$ cat src/rtl/add_rr_sched.sv
// Round-robin front end for a single shared registered adder.
// One operand pair is accepted at a time; the sum is returned with the
// owning requester id and held until the consumer takes it.
//
// state | meaning
// ------+--------------------------------------------------------------
// IDLE  | searching for the next requester from rr_ptr; grant is same-cycle
// EXEC  | operands captured, the sum is being registered
// RESP  | result presented on res_*, waiting for res_rdy
module add_rr_sched #(
    parameter int NREQ = 4,
    parameter int DW = 3,
    localparam int IDW = $clog2(NREQ)
) (
    input  logic                clk,
    input  logic                rst_n,
    input  logic [NREQ-1:0]     req_vld,
    input  logic [NREQ*DW-1:0]  req_a,
    input  logic [NREQ*DW-1:0]  req_b,
    output logic [NREQ-1:0]     req_rdy,
    output logic                res_vld,
    input  logic                res_rdy,
    output logic [DW:0]         res_sum,
    output logic [IDW-1:0]      res_id,
    output logic                busy
);

    typedef enum logic [1:0] {
        IDLE = 2'd0,
        EXEC = 2'd1,
        RESP = 2'd2
    } state_t;

    state_t          state;
    state_t          state_nxt;
    logic [IDW-1:0]  rr_ptr;
    logic [IDW-1:0]  grant_id;
    logic            grant_vld;
    logic            accept;
    logic [DW-1:0]   op_a;
    logic [DW-1:0]   op_b;

    // Index base+k folded back into 0..NREQ-1 (NREQ need not be a power of two).
    function automatic logic [IDW-1:0] wrap_add(input logic [IDW-1:0] base, input int k);
        int s;
        s = int'({1'b0, base}) + k;
        if (s >= NREQ) s = s - NREQ;
        return IDW'(s);
    endfunction

    // Rotating priority search starting at rr_ptr; first valid requester wins.
    always_comb begin
        grant_vld = 1'b0;
        grant_id  = '0;
        for (int k = 0; k < NREQ; k++) begin
            if (!grant_vld && req_vld[wrap_add(rr_ptr, k)]) begin
                grant_vld = 1'b1;
                grant_id  = wrap_add(rr_ptr, k);
            end
        end
    end

    assign accept  = (state == IDLE) && grant_vld;
    // Grant is gated by rst_n so nothing handshakes while reset is held.
    assign req_rdy = (rst_n && accept) ? (NREQ'(1) << grant_id) : '0;
    assign res_vld = (state == RESP);
    assign busy    = (state != IDLE);

    // State register.
    always_ff @(posedge clk or negedge rst_n) begin
        if (!rst_n) state <= IDLE;
        else        state <= state_nxt;
    end

    // Next-state decode.
    always_comb begin
        state_nxt = state;
        case (state)
            IDLE:    if (grant_vld) state_nxt = EXEC;
            EXEC:    state_nxt = RESP;
            RESP:    if (res_rdy) state_nxt = IDLE;
            default: state_nxt = IDLE;
        endcase
    end

    // Operand capture on accept, sum registered in EXEC, pointer advances past the winner.
    always_ff @(posedge clk or negedge rst_n) begin
        if (!rst_n) begin
            rr_ptr  <= '0;
            op_a    <= '0;
            op_b    <= '0;
            res_sum <= '0;
            res_id  <= '0;
        end else begin
            if (accept) begin
                op_a   <= req_a[grant_id*DW +: DW];
                op_b   <= req_b[grant_id*DW +: DW];
                res_id <= grant_id;
                rr_ptr <= wrap_add(grant_id, 1);
            end
            if (state == EXEC) begin
                res_sum <= {1'b0, op_a} + {1'b0, op_b};
            end
        end
    end

endmodule

$ cat config.mk
export PLATFORM = sky130hd
export DESIGN_NAME = add_rr_sched
export DESIGN_NICKNAME = d
export VERILOG_FILES = /design/src/rtl/add_rr_sched.sv
export SDC_FILE = /design/constraint.sdc
export NUM_CORES = 1
export LEC_CHECK = 0
export ABC_AREA = 1
export ABC_CLOCK_PERIOD_IN_PS = 2000
export CAP_MARGIN = 20
export CORE_ASPECT_RATIO = 0.9
export CORE_MARGIN = 1
export CORE_UTILIZATION = 45
export DETAILED_ROUTE_END_ITERATION = 10
export GPL_ROUTABILITY_DRIVEN = 0
export PLACE_DENSITY = 0.76
export SYNTH_ARGS = -nofsm -noshare
export SYNTH_HDL_FRONTEND = slang
export SYNTH_SLANG_ARGS = --single-unit
$ cat constraint.sdc
create_clock -name clk -period 2 [get_ports clk]
set_input_delay 0.4 -clock clk [delete_from_list [all_inputs] [get_ports clk]]
set_output_delay 0.4 -clock clk [all_outputs]
set_load 0.05 [all_outputs]
==> flow_summary.yaml <==
status:
  outcome: "finished, violations left"
  violations: "negative setup slack"
logic_synthesis:
  yosysTopAreaCellShare: 0.306
  yosysSeqAreaShare: 0.306
  synthArstFlopShare: 1.00
  yosysMostFrequentCell: "nand2_1"
  synth_edf_count: 0
  syn-instance-count: 194
  synth_area_leader_cell: "dfrtp_1"
  avgSynthCellArea_um2: 6.75
  synth_cell_types: 28
  synth_ff_type: "dfrtp_1"
  yosys-top-cells-count: "nand2_1 (88), nand2_2 (18), nand3_1 (17), dfrtp_1 (16), inv_1 (11)"
  synth_nets: 229
  syn_area_mm2: 0.00131
  yosys_warnings: 0
  ys_ff_latch: 16
  synth_area_leaders: "dfrtp_1 (31%), nand2_1 (25%), nand2_2 (8.6%)"
worst_setup_path:
  crit_path_max_incr_delay_ns: 0.44
  r2r_start: "rr_ptr[1]$_DFFE_PN0P_"
  worstSetupEndpointType: "primary output"
  critPathMaxFanout: 5
  r2r_end: "op_b[0]$_DFFE_PN0P_"
  crit_top_cell: "nand2_2"
  cp-start-kind: "register"
  endpoint: "req_rdy[1]"
  rrSetupSlack_ns: -0.08
  path_cells: "inv_2 -> nand2_2 -> nand2_4 -> nand2_2 -> nand2_2 -> nor2_4 -> nand3_1 -> nand2_2 -> nor2_8 -> clkinv_4 -> nor3_4 -> buf_12"
  crit_family: "simple AND/OR/NAND/NOR gates"
  critPathKind: "reg -> out"
  crit_path_start: "rr_ptr[1]$_DFFE_PN0P_"
  cpMaxStageDelayCell: "dfrtp_1"
  crit_required_ns: 1.60
  path_buf_inv: 3
  r2r_cells: 16
  cp.arrival_ns: 2.13
  crit_cells: 12
route:
  drt-met1-wl_mm: 1.57
  vias_per_cell: 5.01
  routed_wl_mm: 3.77
  drcViolationCount: 0
  top_layer_used: "met4"
  wl_met2_mm: 1.96
  dr.pass1.iters: 5
  wire_per_inst_um: 12.7
  vias: 1489
  drt-initial-drc-count: 76
  wl_met3_um: 130
  drtAntennaViolNets: 0
hold_path:
  hold_class: "reg -> reg"
  min_path_cells: 1
  min-delay-start: "res_sum[3]$_DFFE_PN0N_"
sta:
  max_freq_mhz: 395
  fin_ws_ns: -0.530
  slew_headroom: 0.667
  tightest_slew_ns: 0.498
  drv_slew: 0
  fin_crit_ns: 2.53
  whs_ns: 0.482
  setup_violations: 10
  timing.final.crit_share: 1.27
  fin_worst_skew_ns: 0.00705
  finalHoldViolations: 0
  rsz0062_at_grt: "yes"
job:
  drv_cap: 0
placed_design:
  dp_hpwl_mm: 2.52
  pre_cts_ws_ns: -0.557
  io_buffers: 42
clock_network:
  cts-buffers-inserted: 3
  clkTransAtPathRegs_ns: 0.09
  cts_tree: "built"
  clk_latency_ns: 0.30
  htree_levels: 1
  cts.path.max_buffers: 2
  ctsHoldBuffers: 0
  clock-sinks: 16
  cts-root-buf: "clkbuf_4"
finish:
  diodes: 0
  drive_above_1_share: 0.339
  fillers: 216
  final_nets: 293
  area_growth_syn_to_layout_pct: 62.4
grt:
  grt_start_max_net_pins: 17
  grt_pass1_wl_mm: 5.48
  grt_antenna_before_repair: 0
  overflow: 0
  gr-usage-all-layers: 0.232
  grt_pass1_vias: 1375
floorplan:
  die_h_um: 53.2
  die_area_mm2: 0.00313
  row_count: 18
  start_util: 0.477
  die_x_um: 58.9
  fp.coreArea_mm2: 0.00275
  io_pins: 43
==> worst min path at each step <==
stage	to	slack, ns
2_1_floorplan	op_a[0]$_DFFE_PN0P_	0.10
3_3_place_gp	res_sum[3]$_DFFE_PN0N_	0.46
3_5_place_dp	res_sum[3]$_DFFE_PN0N_	0.47
4_1_cts	res_sum[3]$_DFFE_PN0N_	0.49
5_1_grt	op_b[2]$_DFFE_PN0P_	0.52
6_report	res_sum[3]$_DFFE_PN0N_	0.48
==> cell families after synthesis <==
group,after synthesis,share of synthesized area
fa+ha+maj,4,0.0439
simple gates,141,0.507
compound gates,11,0.0458
mux,1,0.00860
buf+inv,20,0.0821
xor+xnor,1,0.00669
flops,16,0.306
==> registers in the layout (all words and copies together) (netlist names) <==
name,count
res_sum,4
op_a,3
op_b,3
res_id,2
rr_ptr,2
state,2
==> cells in the final DEF, fill, tap and decap left out, types with 2 or more instances in the layout <==
cell type	synthesis	final
nand2_4	2	7
a21oi_1	3	2
dfrtp_1	16	15
nand3_2	3	2
buf_4	1	21
o21ai_0	4	4
buf_12	0	4
nor2_2	2	2
nor3_4	0	2
clkdlybuf4s50_1	0	32
nor2_1	6	3
dlygate4sd2_1	0	4
nand3_4	0	2
nand3_1	17	16
clkbuf_4	0	3
buf_6	2	2
inv_1	11	7
ha_1	3	3
nor2_4	1	4
clkinv_4	0	2
nand2_2	18	24
nand2_1	88	77
inv_2	3	5
==> final cells by class <==
cell class / instances / area [µm²] / share of cell area
Clock buffer: 4 / 36.3 / 0.0171
Inverter: 15 / 68.8 / 0.0324
Multi-Input combinational cell: 158 / 942 / 0.443
Sequential cell: 16 / 402 / 0.189
Tap cell: 40 / 50.0 / 0.0235
Timing Repair Buffer: 64 / 628 / 0.295
==> routing by layer <==
metal,vias to the layer above,track usage
met5,-,0
met4,0,0.0794
met3,11,0.0465
met2,45,0.445
met1,699,0.251
li1,734,-
==> through the flow <==
step	util	setup TNS, ns	std cells	instance area [µm²]
3_3_place_gp	0.706	-3.03	286	1940
2_1_floorplan	-	-0.467	194	1370
4_1_cts	0.742	-1.75	293	2040
3_5_place_dp	0.706	-3.99	286	1940
5_1_grt	0.774	-3.50	297	2130
6_report	0.774	-2.28	297	2130
==> repair_timing <==
item                                    in CTS  in global routing
gates cloned                                 0                  1
endpoints found under the setup margin       5                 10
gates resized for setup                     18                 17
setup buffers                                3                  4
pin swaps                                    7                 15
Power is not shown: default switching activity piles up to over one toggle a cycle in this logic, so the estimate is an artifact.
